==> config.mk <==
export PLATFORM = sky130hd
export DESIGN_NAME = kbd_text_term
export DESIGN_NICKNAME = d
export VERILOG_FILES = /design/src/rtl/kbd_term_pkg.sv /design/src/rtl/kbd_scan2ascii.sv /design/src/rtl/kbd_text_term.sv
export SDC_FILE = /design/constraint.sdc
export NUM_CORES = 1
export LEC_CHECK = 0
export BUFFER_PORTS_ARGS = -buffer_cell sky130_fd_sc_hd__buf_2
export CAP_MARGIN = 0
export CORE_AREA = 2 2 98 100
export CTS_BUF_LIST = sky130_fd_sc_hd__clkbuf_2 sky130_fd_sc_hd__clkbuf_4 sky130_fd_sc_hd__clkbuf_8
export DETAILED_ROUTE_END_ITERATION = 8
export DIE_AREA = 0 0 100 102
export PLACE_DENSITY = 0.76
export SLEW_MARGIN = 20
export SYNTH_ARGS = -nofsm -noshare
export SYNTH_HDL_FRONTEND = slang
export SYNTH_SLANG_ARGS = --single-unit
==> constraint.sdc <==
create_clock -name clk -period 4.4 [get_ports clk]
set_clock_uncertainty 0.05 [all_clocks]
set_input_delay 0.22 -clock clk [delete_from_list [all_inputs] [get_ports clk]]
set_output_delay 0.22 -clock clk [all_outputs]
set_load 0.01 [all_outputs]
==> src/rtl/kbd_term_pkg.sv <==
// kbd_term_pkg: shared constants and types for the keyboard text terminal.
//   - PS/2 set-2 scan codes the decoder recognises specially
//   - ASCII blank used for screen clearing and backspace
//   - controller state encoding
package kbd_term_pkg;

  localparam logic [7:0] SC_BREAK  = 8'hF0;
  localparam logic [7:0] SC_EXT    = 8'hE0;
  localparam logic [7:0] SC_LSHIFT = 8'h12;
  localparam logic [7:0] SC_RSHIFT = 8'h59;
  localparam logic [7:0] SC_CAPS   = 8'h58;
  localparam logic [7:0] SC_BKSP   = 8'h66;
  localparam logic [7:0] SC_ENTER  = 8'h5A;
  localparam logic [7:0] SC_SPACE  = 8'h29;

  localparam logic [7:0] ASCII_SPACE = 8'h20;

  typedef enum logic [2:0] {
    INIT,
    IDLE,
    POP,
    DECODE,
    WRITE,
    CLEAR
  } state_e;

endpackage

==> src/rtl/kbd_scan2ascii.sv <==
// kbd_scan2ascii: combinational PS/2 set-2 make code to ASCII translation.
// Covers letters, digits, space and the basic US punctuation keys.
// Ports:
//   scan_i   - make code (prefixes already stripped)
//   shift_i  - either shift key held
//   caps_i   - caps-lock state
//   valid_o  - scan_i is a printable key
//   ascii_o  - character for scan_i under the current modifiers
module kbd_scan2ascii
  import kbd_term_pkg::*;
#(
  parameter int CHAR_W = 7
) (
  input  logic [7:0]        scan_i,
  input  logic              shift_i,
  input  logic              caps_i,
  output logic              valid_o,
  output logic [CHAR_W-1:0] ascii_o
);

  logic [7:0] lo;
  logic [7:0] hi;
  logic       letter;
  logic       upper;

  always_comb begin
    {lo, hi} = 16'h0000;
    case (scan_i)
      8'h1C: {lo, hi} = {"a", "A"};
      8'h32: {lo, hi} = {"b", "B"};
      8'h21: {lo, hi} = {"c", "C"};
      8'h23: {lo, hi} = {"d", "D"};
      8'h24: {lo, hi} = {"e", "E"};
      8'h2B: {lo, hi} = {"f", "F"};
      8'h34: {lo, hi} = {"g", "G"};
      8'h33: {lo, hi} = {"h", "H"};
      8'h43: {lo, hi} = {"i", "I"};
      8'h3B: {lo, hi} = {"j", "J"};
      8'h42: {lo, hi} = {"k", "K"};
      8'h4B: {lo, hi} = {"l", "L"};
      8'h3A: {lo, hi} = {"m", "M"};
      8'h31: {lo, hi} = {"n", "N"};
      8'h44: {lo, hi} = {"o", "O"};
      8'h4D: {lo, hi} = {"p", "P"};
      8'h15: {lo, hi} = {"q", "Q"};
      8'h2D: {lo, hi} = {"r", "R"};
      8'h1B: {lo, hi} = {"s", "S"};
      8'h2C: {lo, hi} = {"t", "T"};
      8'h3C: {lo, hi} = {"u", "U"};
      8'h2A: {lo, hi} = {"v", "V"};
      8'h1D: {lo, hi} = {"w", "W"};
      8'h22: {lo, hi} = {"x", "X"};
      8'h35: {lo, hi} = {"y", "Y"};
      8'h1A: {lo, hi} = {"z", "Z"};
      8'h16: {lo, hi} = {"1", "!"};
      8'h1E: {lo, hi} = {"2", "@"};
      8'h26: {lo, hi} = {"3", "#"};
      8'h25: {lo, hi} = {"4", "$"};
      8'h2E: {lo, hi} = {"5", "%"};
      8'h36: {lo, hi} = {"6", "^"};
      8'h3D: {lo, hi} = {"7", "&"};
      8'h3E: {lo, hi} = {"8", "*"};
      8'h46: {lo, hi} = {"9", "("};
      8'h45: {lo, hi} = {"0", ")"};
      8'h0E: {lo, hi} = {8'h60, "~"};
      8'h4E: {lo, hi} = {"-", "_"};
      8'h55: {lo, hi} = {"=", "+"};
      8'h54: {lo, hi} = {"[", "{"};
      8'h5B: {lo, hi} = {"]", "}"};
      8'h5D: {lo, hi} = {"\\", "|"};
      8'h4C: {lo, hi} = {";", ":"};
      8'h52: {lo, hi} = {"'", "\""};
      8'h41: {lo, hi} = {",", "<"};
      8'h49: {lo, hi} = {".", ">"};
      8'h4A: {lo, hi} = {"/", "?"};
      SC_SPACE: {lo, hi} = {" ", " "};
      default: {lo, hi} = 16'h0000;
    endcase
    // caps-lock only affects letters; everything else follows shift alone
    letter  = (lo >= 8'h61) && (lo <= 8'h7A);
    upper   = letter ? (shift_i ^ caps_i) : shift_i;
    valid_o = (lo != 8'h00);
    ascii_o = CHAR_W'(upper ? hi : lo);
  end

endmodule

==> src/rtl/kbd_text_term.sv <==
// kbd_text_term: keyboard-to-text-screen controller.
// Pops PS/2 set-2 bytes from the keyboard FIFO, tracks break/extended
// prefixes and modifiers, and writes ASCII into the character RAM with a
// cursor, backspace, enter, per-line clearing and a circular scroll base.
// Optional build macro: KBD_TERM_CAPS_EN enables the caps-lock key/LED.
// Ports:
//   clk, clrn                 - clock, async active-low reset
//   kbd_ready/data/overflow   - FIFO status, head byte, overflow flag
//   kbd_rdn                   - active-low pop strobe (one clk)
//   cram_we/addr/wdata        - character RAM write port, addr = {row,col}
//   cursor_row/cursor_col     - cursor position
//   top_row                   - physical row displayed at screen top
//   busy                      - screen initialise or line clear in progress
//   caps_led                  - caps-lock state
module kbd_text_term
  import kbd_term_pkg::*;
#(
  parameter int COLS   = 80,
  parameter int ROWS   = 60,
  parameter int COL_W  = 7,
  parameter int ROW_W  = 6,
  parameter int CHAR_W = 7
) (
  input  logic                   clk,
  input  logic                   clrn,
  input  logic                   kbd_ready,
  input  logic [7:0]             kbd_data,
  input  logic                   kbd_overflow,
  output logic                   kbd_rdn,
  output logic                   cram_we,
  output logic [ROW_W+COL_W-1:0] cram_addr,
  output logic [CHAR_W-1:0]      cram_wdata,
  output logic [ROW_W-1:0]       cursor_row,
  output logic [COL_W-1:0]       cursor_col,
  output logic [ROW_W-1:0]       top_row,
  output logic                   busy,
  output logic                   caps_led
);

  localparam logic [COL_W-1:0]  LAST_COL = COL_W'(COLS - 1);
  localparam logic [ROW_W-1:0]  LAST_ROW = ROW_W'(ROWS - 1);
  localparam logic [CHAR_W-1:0] BLANK    = CHAR_W'(ASCII_SPACE);

  state_e            state_q, state_d;
  logic [ROW_W-1:0]  cursor_row_q, cursor_row_d;
  logic [COL_W-1:0]  cursor_col_q, cursor_col_d;
  logic [ROW_W-1:0]  top_row_q, top_row_d;
  logic [ROW_W-1:0]  clr_row_q, clr_row_d;
  logic [COL_W-1:0]  clr_col_q, clr_col_d;
  logic [7:0]        scan_q, scan_d;
  logic [CHAR_W-1:0] char_q, char_d;
  logic              shift_l_q, shift_l_d;
  logic              shift_r_q, shift_r_d;
  logic              brk_q, brk_d;
  logic              ext_q, ext_d;
  logic              full_q, full_d;
  logic              caps_q, caps_d;
  // Holds off the first INIT write for one clk so nothing is written while
  // reset is asserted.
  logic              init_arm_q;

  logic              map_valid;
  logic [CHAR_W-1:0] map_ascii;
  logic [ROW_W-1:0]  nl_row;
  logic [ROW_W-1:0]  nl_top;
  logic              nl_full;
  logic              do_nl;

  kbd_scan2ascii #(.CHAR_W(CHAR_W)) u_map (
    .scan_i  (scan_q),
    .shift_i (shift_l_q | shift_r_q),
    .caps_i  (caps_q),
    .valid_o (map_valid),
    .ascii_o (map_ascii)
  );

  // Newline targets: next row with wrap; once the screen has wrapped the
  // display top tracks one row past the cursor.
  always_comb begin
    nl_row  = (cursor_row_q == LAST_ROW) ? '0 : cursor_row_q + ROW_W'(1);
    nl_full = full_q | (cursor_row_q == LAST_ROW);
    nl_top  = (nl_row == LAST_ROW) ? '0 : nl_row + ROW_W'(1);
  end

  always_comb begin
    state_d      = state_q;
    cursor_row_d = cursor_row_q;
    cursor_col_d = cursor_col_q;
    top_row_d    = top_row_q;
    clr_row_d    = clr_row_q;
    clr_col_d    = clr_col_q;
    scan_d       = scan_q;
    char_d       = char_q;
    shift_l_d    = shift_l_q;
    shift_r_d    = shift_r_q;
    brk_d        = brk_q;
    ext_d        = ext_q;
    full_d       = full_q;
    caps_d       = caps_q;
    kbd_rdn      = 1'b1;
    cram_we      = 1'b0;
    cram_addr    = {cursor_row_q, cursor_col_q};
    cram_wdata   = BLANK;
    do_nl        = 1'b0;

    case (state_q)
      INIT: begin
        if (init_arm_q) begin
          cram_we   = 1'b1;
          cram_addr = {clr_row_q, clr_col_q};
          if (clr_col_q == LAST_COL) begin
            clr_col_d = '0;
            if (clr_row_q == LAST_ROW) begin
              clr_row_d = '0;
              state_d   = IDLE;
            end else begin
              clr_row_d = clr_row_q + ROW_W'(1);
            end
          end else begin
            clr_col_d = clr_col_q + COL_W'(1);
          end
        end
      end

      IDLE: begin
        if (kbd_overflow) begin
          brk_d = 1'b0;
          ext_d = 1'b0;
        end
        // head byte is stable here; the FIFO advances on the POP edge
        if (kbd_ready) begin
          scan_d  = kbd_data;
          state_d = POP;
        end
      end

      POP: begin
        kbd_rdn = 1'b0;
        state_d = DECODE;
      end

      DECODE: begin
        state_d = IDLE;
        if (scan_q == SC_BREAK) begin
          brk_d = 1'b1;
        end else if (scan_q == SC_EXT) begin
          ext_d = 1'b1;
        end else if (brk_q) begin
          if (scan_q == SC_LSHIFT) shift_l_d = 1'b0;
          if (scan_q == SC_RSHIFT) shift_r_d = 1'b0;
          brk_d = 1'b0;
          ext_d = 1'b0;
        end else if (ext_q) begin
          ext_d = 1'b0;
        end else if (scan_q == SC_LSHIFT) begin
          shift_l_d = 1'b1;
        end else if (scan_q == SC_RSHIFT) begin
          shift_r_d = 1'b1;
        end else if (scan_q == SC_CAPS) begin
`ifdef KBD_TERM_CAPS_EN
          caps_d = ~caps_q;
`endif
        end else if (scan_q == SC_BKSP) begin
          if (cursor_col_q != '0) begin
            cram_we      = 1'b1;
            cram_addr    = {cursor_row_q, cursor_col_q - COL_W'(1)};
            cursor_col_d = cursor_col_q - COL_W'(1);
          end
        end else if (scan_q == SC_ENTER) begin
          do_nl = 1'b1;
        end else if (map_valid) begin
          char_d  = map_ascii;
          state_d = WRITE;
        end
      end

      WRITE: begin
        cram_we    = 1'b1;
        cram_wdata = char_q;
        if (cursor_col_q == LAST_COL) begin
          do_nl = 1'b1;
        end else begin
          cursor_col_d = cursor_col_q + COL_W'(1);
          state_d      = IDLE;
        end
      end

      CLEAR: begin
        cram_we   = 1'b1;
        cram_addr = {cursor_row_q, clr_col_q};
        if (clr_col_q == LAST_COL) begin
          clr_col_d = '0;
          state_d   = IDLE;
        end else begin
          clr_col_d = clr_col_q + COL_W'(1);
        end
      end

      default: state_d = INIT;
    endcase

    if (do_nl) begin
      cursor_row_d = nl_row;
      cursor_col_d = '0;
      full_d       = nl_full;
      if (nl_full) top_row_d = nl_top;
      state_d      = CLEAR;
    end
  end

  always_ff @(posedge clk or negedge clrn) begin
    if (!clrn) begin
      state_q      <= INIT;
      cursor_row_q <= '0;
      cursor_col_q <= '0;
      top_row_q    <= '0;
      clr_row_q    <= '0;
      clr_col_q    <= '0;
      scan_q       <= '0;
      char_q       <= '0;
      shift_l_q    <= 1'b0;
      shift_r_q    <= 1'b0;
      brk_q        <= 1'b0;
      ext_q        <= 1'b0;
      full_q       <= 1'b0;
      caps_q       <= 1'b0;
      init_arm_q   <= 1'b0;
    end else begin
      state_q      <= state_d;
      cursor_row_q <= cursor_row_d;
      cursor_col_q <= cursor_col_d;
      top_row_q    <= top_row_d;
      clr_row_q    <= clr_row_d;
      clr_col_q    <= clr_col_d;
      scan_q       <= scan_d;
      char_q       <= char_d;
      shift_l_q    <= shift_l_d;
      shift_r_q    <= shift_r_d;
      brk_q        <= brk_d;
      ext_q        <= ext_d;
      full_q       <= full_d;
      caps_q       <= caps_d;
      init_arm_q   <= 1'b1;
    end
  end

  assign cursor_row = cursor_row_q;
  assign cursor_col = cursor_col_q;
  assign top_row    = top_row_q;
  assign busy       = (state_q == INIT) || (state_q == CLEAR);
  assign caps_led   = caps_q;

endmodule

==> summary.md <==
| Metric | Value |
|---|---|
| Status | finished with violations |
| Violated checks | negative hold slack |
| Fin area | between 5000 and 6000 sq um |
| Flops & latches, synth | between 50 and 60 |
| Post-synth net total | approximately 680 |
| Final net count | just under 700 |
| CTS root buffer | clkbuf_8 |
| Routed wire length | approximately 14 mm |
| Crit Path Max Fanout | 17 |
| Max VDD drop | between 500 and 600 uV |
| Crit path capture type | output pin |
| GRT busiest layer | met2 |
| Core box area | 9110 sq um |
| Slowest stage cell, crit path | dfrtp_1 |
| Worst r2r dst | char_q[5] |
| Part of the Yosys area used for sequential elements | around 28% |
| Fin crit share | about 89% |
| First drt pass iteration count | 5 |
| TritonCTS buffer count | 5 |
| Final hold violation count | 35 |
| Clock Latency Late Sink | 320 ps |
| Die H | slightly above 100 microns |
| Detail Placement HPWL | ~11 mm |
| Initial Util | around 54% |
| Layout cell share with drive strength beyond 1 | ~16% |
| H-tree Lvls | 2 |
| Met1 track demand over resource | between 30% and 40% |
| Met2 Usage GRT | between 40 and 50% |
| RSZ-0062 raised after global routing | no |
| Buffer and inverter count on the worst path | 1 |
| Routed wire per std cell | approximately 18 microns |
| CP required | roughly 4100 ps |
| CTS tree | built |
| Worst-path cell chain | ha_1 > nor2b_1 > nand4_1 > a2111oi_4 > nand3_1 > nor3b_1 > or2_2 > a22o_1 > buf_2 |
| Stages on worst setup path | 9 |
| PostCTS Resize Cnt | 0 |
| Commonest non-fill, non-tap cell in the layout | nand2_1 |
| Async set or reset register ratio after synthesis | 100% |
| Met3 Usage GRT | between 3 and 4% |
| Worst setup path startpoint | scan_q[1] |
| First-pass GRT wire length | approximately 23 mm |
| Residual DRC | 0 |
| PnR Total Power | 3650 uW |
| Cts hold-fix bufs | 0 |
| Antenna Nets Post-Route | 0 |
| WHS | -24.0 ps |
| Vias in the first global route | between 4000 and 5000 |
| Post-CTS Setup Bufs | 0 |
| Power Density | between 600 and 700 nW/um^2 |
| Via count | between 5000 and 6000 |
| Setup slack at placement | a little under 900 ps |
| Worst Max-Slew Pin Slew | around 980 ps |
| # setup viols final | 0 |
| Mapped Area | ~5000 sq um |
| # clock sinks | 56 |
| Yosys warns | 0 |
| Setup TNS | 0 ps |
| Final setup margin | 493 ps |
| Syn avg cell area | between 7 and 8 sq um |
| Minimum period implied by the final worst setup slack | about 3900 ps |
| Die width | around 100 microns |
| Vias per inst | roughly 6.5 |
| Port Buffer Count | 53 |
| Rows | 35 |
| # IOs | 55 |
| Synth-to-layout area growth | 7.13% |
| Leakage power | ~0.0023 uW |
| Worst reg2reg path startpoint | scan_q[1] |
| Max-cap violations | 0 |
| Pin count of the biggest net entering global routing | a little under 60 |
| Synth Flop Type | dfrtp_1 |
| HP Class | input pin to asynchronous set/reset pin |
| Final Max Slew Viols | 0 |
| Grt ovf | 0 |
| Antenna cells | 0 |
| CP top delay family | simple AND/OR/NAND/NOR gates |
| # fillers | 826 |
| Commonest non-fill, non-tap cells in the layout | nand2_1 (82), o21ai_0 (68), nor2_1 (58) |
| Crit-path max cell delay | 680 ps |
| Worst setup SP type | flop |
| Initial antenna violation count | 0 |
| Fmax | around 260 MHz |
| GRT Util Overall | ~28% |
| Critical Path AT | 3640 ps |
| Placed instance area | approximately 5200 sq um |
| Synth Instances | around 650 |
| End point of the critical path | cram_addr[2] |
| Reg2reg path depth | 10 |
| CTS max path bufs | 2 |
| Gpl congestion | approximately 1.1 |
| Relative slew margins | between 30% and 40% |
| Reg2Reg Setup Slack | 800 ps |
| Clock slew at reported path FFs | between 100 and 150 ps |
| Synth unique cells | slightly above 70 |
| Die area | 10200 sq um |
| Starting DRT DRC Count | approximately 530 |
| EDFF count, synth | 0 |
| Critical path class | flop to output pin |
Yosys cell counts (6+ instances only):
master	number	share of area, %
a211oi_1	6	0.91
a21oi_1	38	3.9
a31oi_1	7	0.89
and2_1	6	0.76
and3_1	11	1.4
buf_2	14	1.4
clkbuf_1	30	2.3
dfrtp_1	56	28
ha_1	14	3.6
inv_1	10	0.76
mux2_2	11	2.5
mux2i_1	8	1.6
nand2_1	82	6.2
nand2b_1	19	2.4
nand3_1	24	2.4
nand4_1	6	0.76
nor2_1	58	4.4
nor2b_1	16	2.0
nor3_1	23	2.3
o21ai_0	68	6.9
o31ai_1	7	1.1
or2_2	10	1.3
xnor2_1	8	1.4
xor2_1	6	1.1
through the flow:
step,std cells,utilization (%)
final,780,58.0
after global routing,780,58.0
after CTS,780,57.9
after detailed placement,772,56.9
after global placement,772,56.9
after floorplan,649,-
metal layers:
| metal | vias up | wire, microns |
|---|---|---|
| li1 | 2380 | - |
| met1 | 2353 | 6080 |
| met2 | 287 | 6650 |
| met3 | 44 | 1190 |
| met4 | 0 | 470 |
| met5 | - | 0 |
flip-flops by register name, summed over array words and instances (netlist names):
| register | count |
|---|---|
| cursor_row | 6 |
| state_q | 3 |
| char_q | 7 |
| scan_q | 8 |
| clr_col_q | 7 |
| init_arm_q | 1 |
| clr_row_q | 6 |
| shift_l_q | 1 |
| full_q | 1 |
| top_row | 6 |
| cursor_col | 7 |
| brk_q | 1 |
| shift_r_q | 1 |
| ext_q | 1 |
kinds of logic after synthesis:
group                      synth area share, %
DFF                                       28.4
buffers and inverters                     5.15
other                                    0.152
AOI/OAI and AO/OA                         26.0
adders and majority gates                 3.55
xor gates and xnor gates                  2.49
and+or+nand+nor                           28.5
muxes                                     5.66
worst register-to-register path, cell delays in order (launching register included):
cell and delay [ps]:
dfrtp_1 680, inv_1 240, ha_1 410, or3b_4 470, a21oi_2 150, nor4_1 50, or3_1 420, a2111oi_2 350
nand2_1 160, nand3_4 190, mux2_4 310
how the worst min path moves through the flow:
stage	from	to	slack, ps	depth (start not counted)
6_report	clrn	cursor_col[0]	-20	2
5_1_grt	clrn	clr_row_q[4]	30	2
4_1_cts	clrn	clr_row_q[3]	10	2
3_5_place_dp	clrn	cursor_col[0]	360	2
3_3_place_gp	clrn	cursor_col[0]	350	2
2_1_floorplan	clrn	brk_q	-130	0
final cells by class:
type	count	area, sq um	share of cell area (%)
clock buffers	5	68.8	1.30
well taps	111	139	2.63
flip-flops and latches	56	1400	26.6
repair buffers	61	325	6.16
multi-input cells	533	3280	62.1
clock inverters	3	23.8	0.450
inverters	11	41.3	0.782
report_power, final:
part | switching (uW) | internal (uW)
Clock | 184 | 113
Combinational | 1410 | 926
Sequential | 380 | 640
(Power assumes the default switching activity.)
